**src/rtl/mem_arbiter_if.sv**
```systemverilog
// Bundle of the fetch, data and memory handshakes around mem_arbiter.
// The arbiter uses the master view; requesters and the memory sit on the slave view.
interface mem_arbiter_if #(
    parameter int AW = 32,
    parameter int DW = 32
);
    logic          i_req;
    logic [AW-1:0] i_addr;
    logic          i_gnt;
    logic          i_done;
    logic [DW-1:0] i_rdata;

    logic          d_req;
    logic          d_we;
    logic [AW-1:0] d_addr;
    logic [DW-1:0] d_wdata;
    logic          d_gnt;
    logic          d_done;
    logic [DW-1:0] d_rdata;

    logic          m_en;
    logic          m_we;
    logic [AW-1:0] m_addr;
    logic [DW-1:0] m_wdata;
    logic [DW-1:0] m_rdata;
    logic          m_ready;

    modport master (
        input  i_req, i_addr, d_req, d_we, d_addr, d_wdata, m_rdata, m_ready,
        output i_gnt, i_done, i_rdata, d_gnt, d_done, d_rdata,
               m_en, m_we, m_addr, m_wdata
    );

    modport slave (
        output i_req, i_addr, d_req, d_we, d_addr, d_wdata, m_rdata, m_ready,
        input  i_gnt, i_done, i_rdata, d_gnt, d_done, d_rdata,
               m_en, m_we, m_addr, m_wdata
    );
endinterface

```
**src/rtl/mem_arbiter.sv**
```systemverilog
// Shares one variable-latency single-port memory between fetch and data ports.
// Define MEM_ARB_RR_EN for round-robin on ties; otherwise data always beats fetch.
module mem_arbiter #(
    parameter int AW = 32,
    parameter int DW = 32
) (
    input  logic          clk,
    input  logic          reset,
    mem_arbiter_if.master bus
);

    typedef enum logic [1:0] {
        IDLE   = 2'd0,
        BUSY_I = 2'd1,
        BUSY_D = 2'd2
    } state_e;

    state_e        state_q, state_d;
    logic          pick_d, pick_i;

    logic          i_gnt_q, i_gnt_d;
    logic          i_done_q, i_done_d;
    logic [DW-1:0] i_rdata_q, i_rdata_d;
    logic          d_gnt_q, d_gnt_d;
    logic          d_done_q, d_done_d;
    logic [DW-1:0] d_rdata_q, d_rdata_d;
    logic          m_en_q, m_en_d;
    logic          m_we_q, m_we_d;
    logic [AW-1:0] m_addr_q, m_addr_d;
    logic [DW-1:0] m_wdata_q, m_wdata_d;

`ifdef MEM_ARB_RR_EN
    // last_q = 1 when data was granted most recently; a tie goes to the other port.
    logic last_q, last_d;

    assign pick_d = bus.d_req && (!bus.i_req || !last_q);

    always_comb begin
        last_d = last_q;
        if (state_q == IDLE && (bus.d_req || bus.i_req)) begin
            last_d = pick_d;
        end
    end

    always_ff @(posedge clk) begin
        if (!reset) begin
            last_q <= 1'b0;
        end else begin
            last_q <= last_d;
        end
    end
`else
    assign pick_d = bus.d_req;
`endif

    assign pick_i = bus.i_req && !pick_d;

    // State and every registered output.
    // NOTE: sequential state uses <= so all registers update from pre-edge values.
    always_ff @(posedge clk) begin
        if (!reset) begin
            state_q   <= IDLE;
            i_gnt_q   <= 1'b0;
            i_done_q  <= 1'b0;
            i_rdata_q <= '0;
            d_gnt_q   <= 1'b0;
            d_done_q  <= 1'b0;
            d_rdata_q <= '0;
            m_en_q    <= 1'b0;
            m_we_q    <= 1'b0;
            m_addr_q  <= '0;
            m_wdata_q <= '0;
        end else begin
            state_q   <= state_d;
            i_gnt_q   <= i_gnt_d;
            i_done_q  <= i_done_d;
            i_rdata_q <= i_rdata_d;
            d_gnt_q   <= d_gnt_d;
            d_done_q  <= d_done_d;
            d_rdata_q <= d_rdata_d;
            m_en_q    <= m_en_d;
            m_we_q    <= m_we_d;
            m_addr_q  <= m_addr_d;
            m_wdata_q <= m_wdata_d;
        end
    end

    // Next-state logic.
    // NOTE: a default before the case gives every path a value, so no latch is inferred.
    always_comb begin
        state_d = state_q;
        unique case (state_q)
            IDLE: begin
                if (pick_d) begin
                    state_d = BUSY_D;
                end else if (pick_i) begin
                    state_d = BUSY_I;
                end
            end
            BUSY_I, BUSY_D: begin
                if (bus.m_ready) begin
                    state_d = IDLE;
                end
            end
            default: state_d = IDLE;
        endcase
    end

    // Next values of the registered outputs; gnt/done default low so they only pulse.
    always_comb begin
        i_gnt_d   = 1'b0;
        i_done_d  = 1'b0;
        i_rdata_d = i_rdata_q;
        d_gnt_d   = 1'b0;
        d_done_d  = 1'b0;
        d_rdata_d = d_rdata_q;
        m_en_d    = m_en_q;
        m_we_d    = m_we_q;
        m_addr_d  = m_addr_q;
        m_wdata_d = m_wdata_q;
        unique case (state_q)
            IDLE: begin
                if (pick_d) begin
                    d_gnt_d   = 1'b1;
                    m_en_d    = 1'b1;
                    m_we_d    = bus.d_we;
                    m_addr_d  = bus.d_addr;
                    m_wdata_d = bus.d_wdata;
                end else if (pick_i) begin
                    i_gnt_d  = 1'b1;
                    m_en_d   = 1'b1;
                    m_we_d   = 1'b0;
                    m_addr_d = bus.i_addr;
                end
            end
            BUSY_I: begin
                if (bus.m_ready) begin
                    i_done_d  = 1'b1;
                    i_rdata_d = bus.m_rdata;
                    m_en_d    = 1'b0;
                    m_we_d    = 1'b0;
                end
            end
            BUSY_D: begin
                if (bus.m_ready) begin
                    d_done_d = 1'b1;
                    if (!m_we_q) begin
                        d_rdata_d = bus.m_rdata;
                    end
                    m_en_d = 1'b0;
                    m_we_d = 1'b0;
                end
            end
            default: begin
                m_en_d = 1'b0;
                m_we_d = 1'b0;
            end
        endcase
    end

    assign bus.i_gnt   = i_gnt_q;
    assign bus.i_done  = i_done_q;
    assign bus.i_rdata = i_rdata_q;
    assign bus.d_gnt   = d_gnt_q;
    assign bus.d_done  = d_done_q;
    assign bus.d_rdata = d_rdata_q;
    assign bus.m_en    = m_en_q;
    assign bus.m_we    = m_we_q;
    assign bus.m_addr  = m_addr_q;
    assign bus.m_wdata = m_wdata_q;

endmodule

```
**src/flat_wrapper.sv**
```systemverilog
// flat-port wrapper written by rule: the top's interface ports become plain ports
module mem_arbiter_flat 
#(
    parameter int AW = 32,
    parameter int DW = 32
)
  (clk, reset, bus_i_req, bus_i_addr, bus_d_req, bus_d_we, bus_d_addr, bus_d_wdata, bus_m_rdata, bus_m_ready, bus_i_gnt, bus_i_done, bus_i_rdata, bus_d_gnt, bus_d_done, bus_d_rdata, bus_m_en, bus_m_we, bus_m_addr, bus_m_wdata);
  mem_arbiter_if #(.AW(AW), .DW(DW)) bus_i ();
  input  logic clk;
  input  logic reset;
  input wire logic [$bits(bus_i.i_req)-1:0] bus_i_req;
  input wire logic [$bits(bus_i.i_addr)-1:0] bus_i_addr;
  input wire logic [$bits(bus_i.d_req)-1:0] bus_d_req;
  input wire logic [$bits(bus_i.d_we)-1:0] bus_d_we;
  input wire logic [$bits(bus_i.d_addr)-1:0] bus_d_addr;
  input wire logic [$bits(bus_i.d_wdata)-1:0] bus_d_wdata;
  input wire logic [$bits(bus_i.m_rdata)-1:0] bus_m_rdata;
  input wire logic [$bits(bus_i.m_ready)-1:0] bus_m_ready;
  output wire logic [$bits(bus_i.i_gnt)-1:0] bus_i_gnt;
  output wire logic [$bits(bus_i.i_done)-1:0] bus_i_done;
  output wire logic [$bits(bus_i.i_rdata)-1:0] bus_i_rdata;
  output wire logic [$bits(bus_i.d_gnt)-1:0] bus_d_gnt;
  output wire logic [$bits(bus_i.d_done)-1:0] bus_d_done;
  output wire logic [$bits(bus_i.d_rdata)-1:0] bus_d_rdata;
  output wire logic [$bits(bus_i.m_en)-1:0] bus_m_en;
  output wire logic [$bits(bus_i.m_we)-1:0] bus_m_we;
  output wire logic [$bits(bus_i.m_addr)-1:0] bus_m_addr;
  output wire logic [$bits(bus_i.m_wdata)-1:0] bus_m_wdata;
  assign bus_i.i_req = bus_i_req;
  assign bus_i.i_addr = bus_i_addr;
  assign bus_i.d_req = bus_d_req;
  assign bus_i.d_we = bus_d_we;
  assign bus_i.d_addr = bus_d_addr;
  assign bus_i.d_wdata = bus_d_wdata;
  assign bus_i.m_rdata = bus_m_rdata;
  assign bus_i.m_ready = bus_m_ready;
  assign bus_i_gnt = bus_i.i_gnt;
  assign bus_i_done = bus_i.i_done;
  assign bus_i_rdata = bus_i.i_rdata;
  assign bus_d_gnt = bus_i.d_gnt;
  assign bus_d_done = bus_i.d_done;
  assign bus_d_rdata = bus_i.d_rdata;
  assign bus_m_en = bus_i.m_en;
  assign bus_m_we = bus_i.m_we;
  assign bus_m_addr = bus_i.m_addr;
  assign bus_m_wdata = bus_i.m_wdata;
  mem_arbiter #(.AW(AW), .DW(DW)) u_core (.clk(clk), .reset(reset), .bus(bus_i));
endmodule
```
**config.mk**
```make
export PLATFORM = sky130hd
export DESIGN_NAME = mem_arbiter_flat
export DESIGN_NICKNAME = d
export VERILOG_FILES = /design/src/rtl/mem_arbiter_if.sv /design/src/rtl/mem_arbiter.sv /design/src/flat_wrapper.sv
export SDC_FILE = /design/constraint.sdc
export NUM_CORES = 1
export LEC_CHECK = 0
export BUFFER_PORTS_ARGS = -buffer_cell sky130_fd_sc_hd__buf_2
export CAP_MARGIN = 15
export CORE_MARGIN = 2
export CORE_UTILIZATION = 42
export CTS_CLUSTER_DIAMETER = 80
export DETAILED_ROUTE_END_ITERATION = 6
export PLACE_DENSITY = 0.78
export SYNTH_ARGS = -nofsm -noshare
export SYNTH_HDL_FRONTEND = slang
export SYNTH_SLANG_ARGS = --single-unit
```
**constraint.sdc**
```tcl
create_clock -name clk -period 1.2 [get_ports clk]
set_input_delay 0.12 -clock clk [delete_from_list [all_inputs] [get_ports clk]]
set_output_delay 0.12 -clock clk [all_outputs]
set_load 0.005 [all_outputs]
```
# --- Word level (Yosys, flattened, before mapping) ---
# Index checks and enable logic that the tools add are counted.
totals:
  ff_bits: 136
  output_inout_bits: 134
classes:
  eq_ne: 4
  muxes: 16
  n_bitwise: 3
  reduce_logical: 14
ops:
  columns: ["op", "n"]
  rows:
  - ["two-way mux 32 bit", 2]
  - ["AND reduction 2 bit", 7]
  - ["two-way mux 1 bit", 8]
  - ["two-way mux 2 bit", 3]
  - ["case mux 1 bit (2 select lines)", 2]
  - ["case mux 2 bit (2 select lines)", 1]
  - ["inequality test 3 x 2 -> 1 bit, second input constant", 1]
  - ["inverter 1 bit", 3]
  - ["AND reduction 3 bit", 1]
  - ["OR reduction 3 bit", 1]
  - ["== test 2 x 1 -> 1 bit, second input constant", 1]
  - ["== test 2 bit, second input constant", 1]
  - ["logical NOT 2 bit", 1]
  - ["inequality test 2 x 1 -> 1 bit, second input constant", 1]
  - ["nonzero test 2 bit", 1]
  - ["OR reduction 2 bit", 1]
  - ["logical AND 1 bit", 1]
  - ["logical NOT 1 bit", 1]

# --- Longest topological paths before layout ---
# Gate-level depths: netlist of run 1.
depth:
  ltp_word: 5
  mapped_depth: 7
  ltp_nobuf: 5

# --- Least setup slack after synthesis of run 1 ---
# No wires, ideal clock.
synth_timing:
  path_type: "register to register"
  start: "register u_core.state_q[0]"
  end: "register u_core.m_addr_q[0] (netlist: u_core.bus.m_addr[0])"
  arrival_time_ps: 1187
  setup_slack_ps: -103
  path_stages_with_launch: 7
  period_less_slack_ps: 1303
  path_cell_list: "dfxtp_1 inv_1 ha_1 o21a_1 buf_6 buf_6 o211a_1"
synth_via:
  elab_chain_cells: 2
synth_lines:
  columns: ["item", "line", "source"]
  rows:
  - ["start: declaration", "mem_arbiter.sv:18", "state_e state_q, state_d;"]
  - ["start signal: assignment", "mem_arbiter.sv:74", "state_q <= state_d;"]
  - ["logical NOT 2 bit", "mem_arbiter.sv:121", "unique case (state_q)"]
  - ["AND reduction 2 bit (no line)", null, null]
  - ["end signal: assignment", "mem_arbiter.sv:83", "m_addr_q <= m_addr_d;"]
  - ["end: declaration", "mem_arbiter.sv:29", "logic [AW-1:0] m_addr_q, m_addr_d;"]
# No other way between the ends.
# A chain may end at the register's enable or synchronous reset.

# --- Final worst setup path of run 1 ---
layout_timing:
  start: "register u_core.state_q[0]"
  end: "register u_core.i_rdata_q[21] (netlist: u_core.bus.i_rdata[21])"
layout_via:
  elab_chain_cells: 2
layout_lines:
  columns: ["item", "line", "source"]
  rows:
  - ["== test 2 x 1 -> 1 bit", "mem_arbiter.sv:121", null]
  - ["AND reduction 2 bit (no line)", null, null]
  - ["end signal: assignment", "mem_arbiter.sv:77", "i_rdata_q <= i_rdata_d;"]
  - ["end: declaration", "mem_arbiter.sv:23", "logic [DW-1:0] i_rdata_q, i_rdata_d;"]
# No other way between the ends.

==> metrics.md, run 1 <==
| Metric | Value |
|---|---|
| FILL cells | `845` |
| Initial DRC Count | `394` |
| Yosys warnings | `0` |
| Hpwl dp | `10340 µm` |
| Starting Density | `43.23%` |
| Max-cap violations | `0` |
| Global route overflow | `0` |
| Routed wire length | `20290 µm` |
| Async SR Flop Fraction | `0%` |
| TritonCTS Sinks | `136` |
| Hold Crit Class | `in -> reg` |
| Util after Layout | `74.03%` |
| Top cell type's share of synthesized area | `49.70%` |
| CP endpoint kind | `register` |
| Syn Inst Count | `602` |
| Worst slew margin | `77.28%` |
| Root buf cell | `clkbuf_16` |
| Reg2reg end | `u_core.bus.i_rdata[21]` |
| Min Hold Slack | `0.05858 ns` |
| Drt pass-1 iters | `5` |
| Chip Width | `118.2 µm` |
| Failing checks | `negative setup slack` |
| Critical path required time | `1.54 ns` |
| Yosys reg bits | `136` |
| TritonCTS buffer count | `17` |
| Pwr dens | `1392 nW/µm²` |
| Post-DR wirelength/cell | `17.86 µm` |
| Top Ports | `268` |
| Most numerous cell on the critical path | `buf_6` |
| Slew Limit Fails | `0` |
| Seq/Total Area, Yosys | `49.70%` |
| Hold Path Depth | `4` |
| Core Footprint | `12670 µm²` |
| Die footprint | `13970 µm²` |
| Final min period | `1.380 ns` |
| Clock Latency Late Sink | `0.41 ns` |
| Largest net degree at the start of global routing | `66` |
| Flop2flop setup slack | `-0.18 ns` |
| Slowest-stage cell, CP | `dfxtp_4` |
| CTS HTree Levels | `4` |
| Die Height | `118.2 µm` |
| Clock buffer depth | `2` |
| Crit Path Category | `reg -> reg` |
| Crit path DAT | `1.72 ns` |
| Initial antenna violation count | `0` |
| CP peak stage delay | `0.37 ns` |
| Setup WS post-layout | `-0.1803 ns` |
| Hold EP | `u_core.bus.m_addr[28]` |
| Ranking of synthesized cells by area | `dfxtp_1, nand2_1, a21boi_0` |
| Status | `finished, violations left` |
| Number of remaining DRC errors | `0` |
| Reg clk slew, reported paths | `0.06 ns` |
| Ant. Diodes | `0` |
| Clk_skew | `0.009650 ns` |
| Vias in the first global route | `5691` |
| Area of the mapped netlist | `5478 µm²` |
| Cell taking the most area after synthesis | `dfxtp_1` |
| Worst Reg-to-Reg Cells | `7` |
| Final #Nets | `1090` |
| Reg-to-reg startpoint | `u_core.state_q[0]` |
| Area grow syn2layout | `71.24%` |
| Final ANT Viol Nets | `0` |
| Total number of vias | `5859` |
| Leakage | `4.721 nW` |
| Peak VDD IR | `1.022 mV` |
| Most frequent cell after synthesis | `nand2_1` |
| Setup Total Neg Slack | `-11.02 ns` |
| Count of cell types in the netlist | `26` |
| Post-synth top cells | `nand2_1, dfxtp_1, a21boi_0` |
| Synth Net Count | `740` |
| Synth Area per Inst | `9.099 µm²` |
| CP Max Fanout | `8` |
| Least-Margin Pin Slew | `0.3313 ns` |
| Layout cell share with drive strength beyond 1 | `48.65%` |
| Final Hold Fails | `0` |
| Setup crit start kind | `register` |
| GRT Overall Usage | `25.70%` |
| Input/output buffers | `267` |
| Final setup fails | `120` |
| First-pass GRT wire length | `28340 µm` |
| Worst Setup SP | `u_core.state_q[0]` |
| Top_reg_cell synth | `dfxtp_1` |
| Vias per cell | `5.158` |
| Gpl congestion | `0.7729` |
| EDFF count, synth | `0` |
| RSZ-0062 raised after global routing | `true` |
| Rows | `41` |
| Hold Crit Start | `bus_i_addr[28]` |
| Crit-path cells | `buf_6 > ha_4 > and2_4 > buf_6 > buf_16 > nand2_2 > a21boi_2` |
| Crit share post-route | `115.0%` |
| Fmax | `0.7245 GHz` |
| CTS tree | `built` |
==> kinds of logic after synthesis <==
| family | Yosys count | share of synthesized area, % |
|---|---|---|
| AND/OR/NAND/NOR | 241 | 17.27 |
| AO/OA/AOI/OAI | 138 | 20.05 |
| flip-flops | 136 | 49.70 |
| buffers and inverters | 51 | 6.213 |
| multiplexers | 32 | 5.847 |
| adder cells (fa/ha/maj) | 4 | 0.9137 |
==> placed cells by master (no fill, tap or decap), types with 2 or more instances in the layout <==
master | Yosys | final
nand2_1 | 227 | 152
a21boi_2 | 0 | 35
a21boi_1 | 38 | 60
o211a_1 | 32 | 32
and2_4 | 0 | 2
a21oi_1 | 2 | 2
o21ai_1 | 0 | 2
dfxtp_4 | 0 | 2
nand2_2 | 0 | 35
buf_2 | 14 | 266
nor2b_4 | 0 | 2
buf_16 | 0 | 8
and3_1 | 3 | 3
inv_6 | 0 | 2
mux2i_1 | 32 | 32
dfxtp_1 | 136 | 134
buf_12 | 0 | 11
buf_6 | 14 | 13
buf_4 | 7 | 10
clkbuf_8 | 0 | 4
a21boi_0 | 60 | 3
clkinv_2 | 0 | 2
o21a_4 | 0 | 2
bufinv_16 | 0 | 3
ha_4 | 0 | 4
clkbuf_16 | 0 | 21
o21ai_2 | 0 | 2
nand2_4 | 0 | 40
dlygate4sd3_1 | 0 | 65
clkbuf_1 | 10 | 3
==> metrics by stage <==
step | instances | instance area [µm²] | worst slack (ns) | power (mW)
after floorplan | 602 | 5512 | -0.006601 | 6.024
after global placement | 1015 | 7027 | -0.07228 | 6.767
after detailed placement | 1015 | 7027 | -0.1744 | 6.805
after CTS | 1125 | 8713 | -0.1192 | 12.53
after global routing | 1136 | 9380 | -0.2154 | 13.55
final | 1136 | 9380 | -0.1803 | 13.06
==> worst max path at each step <==
stage	to	slack, ns	cells past startpoint
after floorplan	u_core.bus.m_wdata[10]	-0.007	7
after global placement	u_core.bus.m_wdata[11]	-0.07	6
after detailed placement	u_core.bus.m_wdata[29]	-0.17	6
after CTS	u_core.bus.d_rdata[31]	-0.12	7
after global routing	u_core.bus.m_wdata[17]	-0.22	6
final	u_core.bus.i_rdata[21]	-0.18	7
==> final cells by class <==
type | instances | area, µm² | area share, %
clock buffer | 24 | 491.7 | 5.242
clock inverter | 7 | 116.4 | 1.240
inverter | 3 | 21.27 | 0.2268
multi-input combinational | 416 | 3047 | 32.48
sequential | 136 | 2730 | 29.10
tap | 172 | 215.2 | 2.294
timing repair buffer | 378 | 2759 | 29.41
==> report_power, final <==
group	internal (mW)	total, mW	switching, mW	leakage [nW]
sequential	4.84	5.02	0.175	1.11
clock	3.48	5.34	1.86	0.296
combinational	1.42	2.71	1.28	3.31
==> layer usage <==
layer	vias up	GRT usage [%]	part of all wire (%)
li1	2709	-	-
met3	70	7.046	6.8
met4	0	13.63	4.5
met5	-	0	0
met1	2782	26.93	37
met2	298	46.50	51
==> timing repair <==
item / 4_1_cts / 5_1_grt
hold buffers: 65 / 0
resized for setup: 89 / 171
pin swaps: 15 / 78
endpoints found under the hold margin: 97 / 0
setup buffers: 5 / 7
cloned: 9 / 7
endpoints found under the setup margin: 132 / 132
==> state kept, by name, indices dropped and copies added (netlist names) <==
register and cells:
u_core.bus.m_we 1, u_core.bus.m_en 1, u_core.state_q 2, u_core.bus.d_done 1, u_core.bus.m_addr 32, u_core.bus.d_gnt 1
u_core.bus.i_done 1, u_core.bus.m_wdata 32, u_core.bus.i_gnt 1, u_core.bus.i_rdata 32, u_core.bus.d_rdata 32
==> critical path: cells and delay by family (launching register included) <==
kind,cells,cell delay [ns]
adders and majority gates,1,0.15
and+or+nand+nor,2,0.26
AOI/OAI and AO/OA,1,0.15
buffers and inverters,3,0.39
DFF,1,0.37
Power figures use the tool's default switching activity.
==> run 2, diff against run 1 <==
==> constraint.sdc (replaced) <==
create_clock -name clk -period 1.2 [get_ports clk]
set_input_delay 0.18 -clock clk [delete_from_list [all_inputs] [get_ports clk]]
set_output_delay 0.18 -clock clk [all_outputs]
set_load 0.005 [all_outputs]
==> run 2 against run 1 <==
Against the previous run: the flow still finishes with violations (negative setup slack); combinational power is 7.4% lower; power increased by 0.53%; worst hold slack worse by 0.043 ns; global-route usage shrank 2.6 points; highest routed layer unchanged.
==> metrics.md, run 2 (synthesis gave the netlist of run 1 again) <==
| Metric | Value |
|---|---|
| Leakage | `4.420 nW (-6.4%)` |
| Pre-CTS setup slack | `-0.1183 ns (+0.05608 ns)` |
| Vias in the first global route | `5257 (-7.6%)` |
| TritonCTS buffer count | `17 (unchanged)` |
| Critical path required time | `1.54 ns (about the same)` |
| CTS HTree Levels | `4 (unchanged)` |
| Crit share post-route | `110.0% (-5.0 points)` |
| Setup Total Neg Slack | `-6.384 ns (+4.633 ns)` |
| GRT Overall Usage | `23.05% (-2.6 points)` |
| Hold Crit Class | `in -> reg` |
| Drt pass-1 iters | `5 (unchanged)` |
| Crit path DAT | `1.66 ns (-0.06 ns)` |
| TritonCTS Sinks | `136 (unchanged)` |
| Root buf cell | `clkbuf_16` |
| CP peak stage delay | `0.37 ns (about the same)` |
| Ant. Diodes | `0 (unchanged)` |
| Setup WS post-layout | `-0.1199 ns (+0.06046 ns)` |
| Final ANT Viol Nets | `0 (unchanged)` |
| Clk_skew | `0.01103 ns (+0.001380 ns)` |
| Most frequent cells in the layout | `buf_2, nand2_1, dfxtp_1` |
| Pwr dens | `1493 nW/µm² (+7.3%)` |
| Max-cap violations | `0 (unchanged)` |
| RSZ-0062 raised after global routing | `true` |
| Crit Path Category | `reg -> reg` |
| Hpwl dp | `10270 µm (-0.63%)` |
| Starting Density | `43.23% (unchanged)` |
| Final min period | `1.320 ns (-0.06046 ns)` |
| Number of remaining DRC errors | `0 (unchanged)` |
| Post-DR wirelength/cell | `16.73 µm (-6.3%)` |
| Fmax | `0.7576 GHz (+4.6%)` |
| Initial DRC Count | `310 (-21%)` |
| Peak VDD IR | `0.8936 mV (-13%)` |
| Final #Nets | `1039 (-4.7%)` |
| Worst Setup SP | `u_core.state_q[1]` |
| Total number of vias | `5563 (-5.1%)` |
| Global route overflow | `0 (unchanged)` |
| Status | `finished, violations left` |
| Gpl congestion | `0.7488 (-3.1%)` |
| Slowest-stage cell, CP | `dfxtp_4` |
| Final Hold Fails | `0 (unchanged)` |
| Reg-to-reg startpoint | `u_core.state_q[1]` |
| Reg clk slew, reported paths | `0.06 ns (about the same)` |
| Least-Margin Pin Slew | `0.3298 ns (-0.001482 ns)` |
| Non-filler instance count after layout | `1086 (-4.4%)` |
| Leading cell type in the layout, fill and taps excluded | `buf_2` |
| Slew Limit Fails | `0 (unchanged)` |
| Clock buffer depth | `2 (unchanged)` |
| Largest net degree at the start of global routing | `58 (-12%)` |
| Routed wire length | `18170 µm (-10%)` |
| Hold Crit Start | `bus_m_rdata[6]` |
| Vias per cell | `5.122 (-0.68%)` |
| CP endpoint kind | `register` |
| Post-Place Cells | `1012 (-0.30%)` |
| Setup crit start kind | `register` |
| CP Max Fanout | `8 (unchanged)` |
| Die Height | `118.2 µm (unchanged)` |
| Final setup fails | `124 (+3.3%)` |
| Initial antenna violation count | `0 (unchanged)` |
| Input/output buffers | `267 (unchanged)` |
| Worst slew margin | `77.38% (+0.10 points)` |
| Layout cell share with drive strength beyond 1 | `48.91% (+0.25 points)` |
| Rows | `41 (unchanged)` |
| WP buf/inv | `2 (-1)` |
| CTS tree | `built` |
| First-pass GRT wire length | `25580 µm (-9.7%)` |
| Area grow syn2layout | `60.51%` |
| Die footprint | `13970 µm² (unchanged)` |
| FILL cells | `951 (+13%)` |
| Critical path's top delay family | `flip-flops` |
| Top Ports | `268 (unchanged)` |
| Failing checks | `negative setup slack` |
| Power Total | `13.13 mW (+0.53%)` |
| Core Footprint | `12670 µm² (unchanged)` |
| Chip Width | `118.2 µm (unchanged)` |
| Clock Latency Late Sink | `0.41 ns (about the same)` |
| Crit-path cells | `inv_6 > ha_4 > and2_4 > clkbuf_16 > nand2_1 > a21boi_1` |
==> run 2: area by class of cell <==
cell class / count / area [µm²] / share of cell area, %
multi-input combinational: 416 / 2947 / 33.51
sequential: 136 / 2728 / 31.02
timing repair buffer: 327 / 2245 / 25.53
clock buffer: 21 / 470.5 / 5.351
tap: 172 / 215.2 / 2.448
clock inverter: 11 / 168.9 / 1.921
inverter: 3 / 18.77 / 0.2135
==> run 2: worst paths after layout <==
check	end	slack, ns	depth (start not counted)
min	u_core.bus.i_rdata[6]	0.02	3
max	u_core.bus.m_wdata[2]	-0.12	6
min reg2reg	u_core.bus.m_wdata[16]	0.45	2
max reg2reg	u_core.bus.m_wdata[2]	-0.12	6
==> run 2: stage by stage <==
stage               utilization, %  cell area, µm²  hold WS [ns]
floorplan                        -            5512        0.3148
global placement             55.38            7017        0.4224
detailed placement           55.38            7017        0.4256
CTS                          65.08            8247     0.0001866
global route                 69.39            8792      0.006145
finish                       69.39            8792       0.01537
==> run 2: timing repair <==
item                                    CTS  global route
setup buffers                             4             0
pin swaps                                22            53
cloned                                    8            10
endpoints found under the setup margin  132           130
endpoints found under the hold margin    21             3
resized for setup                        97           130
hold buffers                             21             3
==> run 2: worst min-delay path: cells and delay by family <==
kind,cells,cell delay [ns]
buf+inv,1,0.10
simple gates,1,0.05
compound gates,1,0.05
==> run 2: where the power goes <==
group | switching, mW | internal [mW] | total [mW]
Combinational | 1.21 | 1.30 | 2.51
Clock | 1.96 | 3.65 | 5.61
Sequential | 0.175 | 4.84 | 5.02
Total | 3.34 | 9.79 | 13.1
==> run 2: metal layers <==
layer,vias up,part of all wire [%],track usage [%]
li1,2607,-,-
met1,2657,39,25.12
met2,258,52,41.65
met3,41,7.0,6.950
met4,0,2.7,8.961
met5,-,0,0
